$ cat src/rtl/w_cond_pkg.sv
`default_nettype none
//------------------------------------------------------------------------------
// Module   : w_cond_pkg
// Brief    : Shared channel state encoding and defaults for the input conditioner.
// Revision : 1.0 - initial release
//------------------------------------------------------------------------------
package w_cond_pkg;

    typedef enum logic [1:0] {
        STABLE_LO = 2'b00,
        CHECK_HI  = 2'b01,
        STABLE_HI = 2'b11,
        CHECK_LO  = 2'b10
    } chan_state_t;

    localparam int c_debounce_cycles = 16;

endpackage : w_cond_pkg
`default_nettype wire

$ cat src/rtl/debounce_channel.sv
`default_nettype none
//------------------------------------------------------------------------------
// Module   : debounce_channel
// Brief    : Two-flop synchroniser followed by a stability-counting debounce FSM.
// Revision : 1.0 - initial release
//------------------------------------------------------------------------------
module debounce_channel
    import w_cond_pkg::*;
#(
    parameter int DEBOUNCE_CYCLES = c_debounce_cycles,
    parameter int CNT_W           = 16
) (
    input  logic clk,
    input  logic reset,
    input  logic i_raw,
    output logic o_clean_nxt,
    output logic o_check_nxt
);

    localparam logic [CNT_W-1:0] c_cnt_one  = CNT_W'(1);
    localparam logic [CNT_W-1:0] c_cnt_last = CNT_W'(DEBOUNCE_CYCLES - 1);

    logic              r_sync1;
    logic              r_sync2;
    chan_state_t       r_state;
    chan_state_t       w_state_nxt;
    logic [CNT_W-1:0]  r_cnt;
    logic [CNT_W-1:0]  w_cnt_nxt;
    logic              w_at_last;

    assign w_at_last = (r_cnt == c_cnt_last);

    // Any reversal while checking falls back to the previous stable level.
    always_comb begin
        w_state_nxt = r_state;
        w_cnt_nxt   = '0;
        case (r_state)
            STABLE_LO: begin
                if (r_sync2) begin
                    w_state_nxt = CHECK_HI;
                    w_cnt_nxt   = c_cnt_one;
                end
            end
            CHECK_HI: begin
                if (!r_sync2) begin
                    w_state_nxt = STABLE_LO;
                end else if (w_at_last) begin
                    w_state_nxt = STABLE_HI;
                end else begin
                    w_cnt_nxt   = r_cnt + c_cnt_one;
                end
            end
            STABLE_HI: begin
                if (!r_sync2) begin
                    w_state_nxt = CHECK_LO;
                    w_cnt_nxt   = c_cnt_one;
                end
            end
            CHECK_LO: begin
                if (r_sync2) begin
                    w_state_nxt = STABLE_HI;
                end else if (w_at_last) begin
                    w_state_nxt = STABLE_LO;
                end else begin
                    w_cnt_nxt   = r_cnt + c_cnt_one;
                end
            end
            default: begin
                w_state_nxt = STABLE_LO;
            end
        endcase
    end

    always_ff @(posedge clk or posedge reset) begin
        if (reset) begin
            r_sync1 <= 1'b0;
            r_sync2 <= 1'b0;
            r_state <= STABLE_LO;
            r_cnt   <= '0;
        end else begin
            r_sync1 <= i_raw;
            r_sync2 <= r_sync1;
            r_state <= w_state_nxt;
            r_cnt   <= w_cnt_nxt;
        end
    end

    // Clean level is high in STABLE_HI and CHECK_LO, so it holds through checking.
    assign o_clean_nxt = (w_state_nxt == STABLE_HI) || (w_state_nxt == CHECK_LO);
    assign o_check_nxt = (w_state_nxt == CHECK_HI)  || (w_state_nxt == CHECK_LO);

endmodule : debounce_channel
`default_nettype wire

$ cat src/rtl/w_input_conditioner.sv
`default_nettype none
//------------------------------------------------------------------------------
// Module   : w_input_conditioner
// Brief    : Debounces the data switch and turns the step button into a pulse.
// Revision : 1.0 - initial release
//------------------------------------------------------------------------------
module w_input_conditioner
    import w_cond_pkg::*;
#(
    parameter int DEBOUNCE_CYCLES = c_debounce_cycles,
    parameter int CNT_W           = 16
) (
    input  logic clk,
    input  logic reset,
    input  logic raw_w,
    input  logic raw_step,
    output logic w,
    output logic step,
    output logic busy
);

    logic w_clean_w_nxt;
    logic w_check_w_nxt;
    logic w_clean_s_nxt;
    logic w_check_s_nxt;

    logic r_w;
    logic r_step_lvl;
    logic r_step;
    logic r_busy;

    debounce_channel #(
        .DEBOUNCE_CYCLES (DEBOUNCE_CYCLES),
        .CNT_W           (CNT_W)
    ) u_chan_w (
        .clk         (clk),
        .reset       (reset),
        .i_raw       (raw_w),
        .o_clean_nxt (w_clean_w_nxt),
        .o_check_nxt (w_check_w_nxt)
    );

    debounce_channel #(
        .DEBOUNCE_CYCLES (DEBOUNCE_CYCLES),
        .CNT_W           (CNT_W)
    ) u_chan_step (
        .clk         (clk),
        .reset       (reset),
        .i_raw       (raw_step),
        .o_clean_nxt (w_clean_s_nxt),
        .o_check_nxt (w_check_s_nxt)
    );

    // Outputs register the channels' next view so they line up with the FSM state.
    always_ff @(posedge clk or posedge reset) begin
        if (reset) begin
            r_w        <= 1'b0;
            r_step_lvl <= 1'b0;
            r_step     <= 1'b0;
            r_busy     <= 1'b0;
        end else begin
            r_w        <= w_clean_w_nxt;
            r_step_lvl <= w_clean_s_nxt;
            r_step     <= w_clean_s_nxt & ~r_step_lvl;
            r_busy     <= w_check_w_nxt | w_check_s_nxt;
        end
    end

    assign w    = r_w;
    assign step = r_step;
    assign busy = r_busy;

endmodule : w_input_conditioner
`default_nettype wire

$ cat config.mk
export PLATFORM = sky130hd
export DESIGN_NAME = w_input_conditioner
export DESIGN_NICKNAME = d
export VERILOG_FILES = /design/src/rtl/w_cond_pkg.sv /design/src/rtl/debounce_channel.sv /design/src/rtl/w_input_conditioner.sv
export SDC_FILE = /design/constraint.sdc
export NUM_CORES = 1
export LEC_CHECK = 0
export CAP_MARGIN = 20
export CORE_MARGIN = 2
export CORE_UTILIZATION = 64
export DETAILED_ROUTE_END_ITERATION = 12
export PLACE_DENSITY = 0.83
export SETUP_SLACK_MARGIN = 0.15
export SLEW_MARGIN = 20
export SYNTH_ARGS = -nofsm -noshare
export SYNTH_HDL_FRONTEND = slang
export SYNTH_HIERARCHICAL = 1
export SYNTH_SLANG_ARGS = --single-unit
$ cat constraint.sdc
create_clock -name clk -period 4.16 [get_ports clk]
set_input_delay 0.416 -clock clk [delete_from_list [all_inputs] [get_ports clk]]
set_output_delay 0.416 -clock clk [all_outputs]
set_load 0.01 [all_outputs]
==> results.cfg, run 1 <==
[synth]
synth_top_family_by_area = simple AND/OR/NAND/NOR gates
muxShareOfSynthArea = 0.009668
syn_area_sq_mm = 0.002071
yosysWarnings = 6
synth-simple-area-share = 0.2562
yosysTopAreaCell = dfrtp_1
yosys-top-cells-area = dfrtp_1, xnor2_1, nor2_1, nor4_1, xor2_1
yosysUniqueCellTypes = 26
syn_inst = 201
synthAdderAreaFrac = 0.01208
synth_compound_area_frac = 0.03263
yosys.area_share.xor_xnor = 0.1269
synth_top_area_share = 0.5317
ys_seq_area_frac = 0.5317
yosys_register_bits = 44
avgSynthCellArea_sq_um = 10.30
syn_nets = 207

[routing]
drc = 0
wire_per_inst_um = 14.38
dr_wl_met3_um = 174
drtPass1Iterations = 4
wl_met1_mm = 1.541
drt_iter0_drc = 164
ant_nets = 0
dr_total_vias = 1481
via_per_inst = 5.808
wl_met2_mm = 1.907
highest_layer = met4
wl_mm = 3.666

[worst_setup_path]
crit_fanout = 5
slowest_stage = dfrtp_1
required_ns = 4.42
critPathArrivalTime_ns = 2.02
path_class = register to register
cp_top_family = simple AND/OR/NAND/NOR gates
crit_path_end_kind = register
crit_chain = nor4_1 -> nand4_1 -> o21ai_0 -> a21oi_1 -> nor2b_1
slowest_delay_ns = 0.47
critPathBufInv = 0
critPathLaunchType = register

[placed_design]
dp_hpwl_mm = 2.559
port_buffers = 6
place_area_sq_mm = 0.002156
gp_congestion = 0.8785

[sta]
min_period_ns = 1.758
worst_slew_pin_slew_ns = 0.7440
relSlewSlack = 0.5034
fin_crit_sh = 0.4225
fmax_mhz = 569.0
fin_skew_ns = 0.01453
maxSlewViolCount = 0
tns_ns = 0
setup_violations = 0
grt_setup_unrepaired = false
hold_viol = 0

[grt]
antenna_found_initial = 0
grt_pass1_vias = 1478
grt_pass1_wl_mm = 6.465
grt_usage = 0.2403
grt_start_max_net_pins = 21
globalRouteOverflowTotal = 0

[floorplan]
core_area_sq_mm = 0.003078
dieWidth_um = 60.88
start_util = 0.6728
rows = 20
io_pins = 7
dieHeight_um = 60.88
dieArea_sq_mm = 0.003706

[clocking]
cts_tree = done
cts_buffers = 5
clock_path_buffers = 2
cts-root-buf = clkbuf_4
clk_latency_ns = 0.36
post_cts_resized = 0
hold_buffers = 0
clkTransAtPathRegs_ns = 0.13
clock_sinks = 44
cts_setup_buffers = 0
cts_max_level = 2

[finish]
area_growth_pct = 8.459
nets = 216
finalInstanceArea_sq_mm = 0.002246
diodes = 0
final_cell_mix = dfrtp_1, nor2_1, xnor2_1, nor4_1, nor3_1
final_common_cell = dfrtp_1
drive_gt1_frac = 0.08531
nFillCells = 232

[pwr]
vdd_drop_max_mv = 0.2633
power_density_mw_per_mm2 = 331.5
p_leak_uw = 0.0009169

[hold_path]
hold_path.class = primary input to async pin

[job]
maxCapViolations = 0

[status]
status = complete, no violations
[flip-flops by register name, summed over array words and instances, names as in the netlist]
name and cells:
w 1, u_chan_step/r_sync1 1, u_chan_step/r_cnt 16, step 1
u_chan_w/r_state 2, u_chan_step/r_sync2 1, u_chan_step/r_state 2, r_step_lvl 1
u_chan_w/r_sync2 1, u_chan_w/r_sync1 1, u_chan_w/r_cnt 16, busy 1
[final timing paths]
path	from	endpoint	slack, ns	depth (start not counted)
setup / recovery	u_chan_step/r_cnt[5]$_DFF_PP0_	step$_DFF_PP0_	2.40	5
hold / removal	reset	busy$_DFF_PP0_	0.28	2
min in group clk	u_chan_step/r_sync1$_DFF_PP0_	u_chan_step/r_sync2$_DFF_PP0_	0.36	0
max in group asynchronous	reset	u_chan_step/r_cnt[1]$_DFF_PP0_	3.17	2
setup reg to reg	u_chan_step/r_cnt[5]$_DFF_PP0_	step$_DFF_PP0_	2.40	5
hold reg to reg	u_chan_step/r_sync1$_DFF_PP0_	u_chan_step/r_sync2$_DFF_PP0_	0.36	0
[cell type report]
class                   count  area [sq um]  area share
clock buffers               6         51.30     0.02284
clock inverters             2         38.79     0.01727
inverters                   9         33.78     0.01504
multi-input cells         144         905.9      0.4033
flip-flops and latches     44          1101      0.4903
well taps                  44         55.05     0.02451
repair buffers              6         60.06     0.02674
[per-stage QoR]
stage / std cells / util / setup WS, ns / total power, uW / hold slack [ns]
global route: 255 / 0.7297 / 2.282 / 779.8 / 0.2713
finish: 255 / 0.7297 / 2.402 / 744.4 / 0.2842
detailed placement: 247 / 0.7004 / 2.486 / 475.1 / 0.3362
CTS: 255 / 0.7297 / 2.457 / 753.5 / 0.2726
floorplan: 201 / - / 2.688 / 467.8 / 0.1821
global placement: 247 / 0.7004 / 2.538 / 474.2 / 0.3325
[where the power goes]
| group | switching [uW] | leakage, uW | internal (uW) | total, uW |
|---|---|---|---|---|
| Sequential | 4.52 | 0.000593 | 434 | 438 |
| Combinational | 18.7 | 0.000276 | 9.64 | 28.4 |
| Clock | 134 | 0.0000484 | 144 | 278 |
| Total | 157 | 0.000917 | 587 | 744 |
[metal layers]
metal,GRT usage,up-vias
met4,0.08385,0
met3,0.07249,8
met1,0.2843,722
met2,0.4163,46
li1,-,705
met5,0,-
[Yosys cell counts]
| library cell | n |
|---|---|
| nor2_2 | 6 |
| nand3_1 | 8 |
| and3_1 | 4 |
| nor4_1 | 14 |
| nand4_1 | 6 |
| dfrtp_1 | 44 |
| nor2_1 | 30 |
| o21a_1 | 2 |
| nand2_2 | 2 |
| xor2_1 | 6 |
| o21ai_0 | 2 |
| a21oi_1 | 6 |
| ha_1 | 2 |
| clkbuf_1 | 2 |
| buf_6 | 2 |
| nand2_1 | 8 |
| inv_1 | 9 |
| nor2b_1 | 1 |
| or2_1 | 1 |
| nor3_1 | 10 |
| mux2i_1 | 2 |
| nand4_4 | 2 |
| and4_1 | 2 |
| nand2b_1 | 4 |
| xnor2_1 | 24 |
| o22ai_1 | 2 |
[cells by family after synthesis]
logic type / count (synthesis)
AO/OA/AOI/OAI: 12
XOR/XNOR: 30
adder cells (fa/ha/maj): 2
buffers and inverters: 13
flip-flops: 44
multiplexers: 2
AND/OR/NAND/NOR: 98
No activity file was read; power rests on OpenSTA's default activity.
==> run 2: changes to the inputs <==
--- a/config.mk
+++ b/config.mk
@@ -7,9 +7,9 @@
 export LEC_CHECK = 0
 export CAP_MARGIN = 20
 export CORE_MARGIN = 2
-export CORE_UTILIZATION = 64
+export CORE_UTILIZATION = 54
 export DETAILED_ROUTE_END_ITERATION = 12
-export PLACE_DENSITY = 0.83
+export PLACE_DENSITY = 0.74
 export SETUP_SLACK_MARGIN = 0.15
 export SLEW_MARGIN = 20
 export SYNTH_ARGS = -nofsm -noshare
==> constraint.sdc (replaced) <==
create_clock -name clk -period 1.5 [get_ports clk]
set_input_delay 0.15 -clock clk [delete_from_list [all_inputs] [get_ports clk]]
set_output_delay 0.15 -clock clk [all_outputs]
set_load 0.01 [all_outputs]
==> run 2 against run 1 <==
Net effect: the run now ends with negative setup slack left; power grew to 2.9 times the previous value; utilization is 7.3 points higher; register-to-register slack worse by 2.6 ns; clock power grew to 2.8 times the previous value; non-clock buffer count is 45 higher; via count is 16% higher; flip-flop and latch count stayed put; die area is 17% higher; setup slack worse by 2.6 ns; critical path type unchanged; critical endpoint is now busy$_DFF_PP0_; highest routed layer unchanged.
==> results.cfg, run 2 (same netlist as run 1, synthesis figures left out) <==
[worst_setup_path]
path_class = register to register
required_ns = 1.67
r2r_cells = 5
r2r-start = u_chan_step/r_cnt[15]$_DFF_PP0_
slowest_stage = dfrtp_1
critPathArrivalTime_ns = 1.84
slowest_delay_ns = 0.42
crit_chain = nor4_4 -> nand4_1 -> nor2_1 -> o22ai_1 -> or2_1
crit_path_end_kind = register
crit_fanout = 4
ff2ff_setup_slack_ns = -0.17
r2r-end = busy$_DFF_PP0_
critPathLaunchType = register

[routing]
wl_mm = 5.335
drc = 0
via_per_inst = 5.661
dr_total_vias = 1721
drtPass1Iterations = 4
ant_nets = 0
drt_iter0_drc = 119
wire_per_inst_um = 17.55

[status]
violations = negative setup slack
status = finished with violations

[sta]
maxSlewViolCount = 0
grt_setup_unrepaired = true
relSlewSlack = 0.7431
hold_ws_ns = 0.1239
hold_viol = 0
min_period_ns = 1.667
worst_slew_pin_slew_ns = 0.3747
fmax_mhz = 599.9
tns_ns = -3.172
fin_crit_sh = 1.111
setup_violations = 32
fin_skew_ns = 0.008857
fin_ws_ns = -0.1670

[pwr]
power_density_mw_per_mm2 = 729.4
p_leak_uw = 0.001252
vdd_drop_max_mv = 0.5856
internal_power_uw = 1639
p_clk_frac = 0.364
combPwrFrac = 0.069
p_sw_frac = 0.2354
power_switching_uw = 504.7
seqPwrFrac = 0.567

[finish]
utilization = 0.8028
seqCellArea_sq_mm = 0.001101
multiInputGateArea_sq_mm = 0.001196
final_common_cell = dfrtp_1
nFillCells = 205
top_regs = u_chan_step/r_cnt: 16 flops, u_chan_w/r_cnt: 16 flops
drive_gt1_frac = 0.4180
area_growth_pct = 41.93
nets = 261
final_cell_mix = dfrtp_1, buf_4, xnor2_1, nor2_2, nor2_1
diodes = 0

[clocking]
cts_buffers = 5
cts_tree = done
clk_latency_ns = 0.29
cts_max_level = 2
cts-root-buf = clkbuf_8
clkTransAtPathRegs_ns = 0.09
clock_path_buffers = 2
clock_sinks = 44
hold_buffers = 0

[grt]
antenna_found_initial = 0
grt_usage = 0.2567
grt_pass1_wl_mm = 8.197
grt_start_max_net_pins = 21
grt_pass1_vias = 1822
globalRouteOverflowTotal = 0

[placed_design]
gp_congestion = 0.8758
dp_slack_ns = -0.1213
dp_hpwl_mm = 3.229
port_buffers = 6

[floorplan]
core_area_sq_mm = 0.003661
dieArea_sq_mm = 0.004346
io_pins = 7
dieWidth_um = 65.93
rows = 22
start_util = 0.5656
dieHeight_um = 65.93

[hold_path]
hold_path.class = primary input to async pin

[job]
maxCapViolations = 0
## run 2: cell types whose count changed in the layout (fill, tap and decap cells not counted), moves of 4 or more
cell | previous run | this run
buf_4 | 0 | 41
nor2_1 | 30 | 10
nor2_2 | 6 | 17
nor4_1 | 14 | 4
nor2_4 | 0 | 9
nor4_4 | 0 | 6
clkbuf_4 | 5 | 0
clkbuf_8 | 1 | 6
nor4_2 | 0 | 4
## run 2: power by group through the flow
stage                     registers (uW)  logic (uW)  clock network [uW]
after floorplan                     1240        62.4                   0
after global placement              1240         101                   0
after detailed placement            1240         107                   0
after CTS                           1220         120                 782
after global routing                1220         160                 845
final                               1220         148                 779
## run 2: routing by layer
layer	up-vias	wire [um]	track usage
met5	-	0	0
met4	0	101	0.1224
met3	11	178	0.04259
met2	44	2941	0.4634
met1	866	2113	0.2932
li1	800	-	-
## run 2: how the worst max path moves through the flow
| stage | from | to | slack (ns) | depth (start not counted) |
|---|---|---|---|---|
| finish | u_chan_step/r_cnt[15]$_DFF_PP0_ | busy$_DFF_PP0_ | -0.17 | 5 |
| global route | u_chan_w/r_cnt[15]$_DFF_PP0_ | busy$_DFF_PP0_ | -0.19 | 5 |
| CTS | u_chan_w/r_cnt[10]$_DFF_PP0_ | busy$_DFF_PP0_ | -0.06 | 5 |
| detailed placement | u_chan_w/r_cnt[13]$_DFF_PP0_ | busy$_DFF_PP0_ | -0.12 | 5 |
| global placement | u_chan_w/r_cnt[13]$_DFF_PP0_ | busy$_DFF_PP0_ | -0.03 | 5 |
| floorplan | u_chan_w/r_cnt[0]$_DFF_PP0_ | busy$_DFF_PP0_ | 0.06 | 6 |
## run 2: layout make-up
class / count / share of cell area
inverters: 9 / 0.01149
multi-input cells: 144 / 0.4070
well taps: 48 / 0.02043
flip-flops and latches: 44 / 0.3746
repair buffers: 51 / 0.1533
clock buffers: 6 / 0.02810
clock inverters: 2 / 0.005109
## run 2: critical path: cells and delay by family, from the launching register on
family | cells | cell delay [ns]
AOI/OAI and AO/OA | 1 | 0.10
DFF | 1 | 0.42
and+or+nand+nor | 4 | 1.04
## run 2: through the flow
| stage | power [uW] | instances | cell area [sq um] |
|---|---|---|---|
| 2_1_floorplan | 1299 | 201 | 2123 |
| 3_3_place_gp | 1338 | 283 | 2466 |
| 3_5_place_dp | 1346 | 283 | 2466 |
| 4_1_cts | 2117 | 299 | 2749 |
| 5_1_grt | 2223 | 304 | 2939 |
| 6_report | 2144 | 304 | 2939 |
## run 2: what timing repair did
item | in CTS | in global routing
pin swaps | 21 | 14
setup endpoints to repair | 38 | 39
hold endpoints to repair | 0 | 0
gates cloned | 0 | 1
setup buffers | 8 | 4
resized for setup | 25 | 35
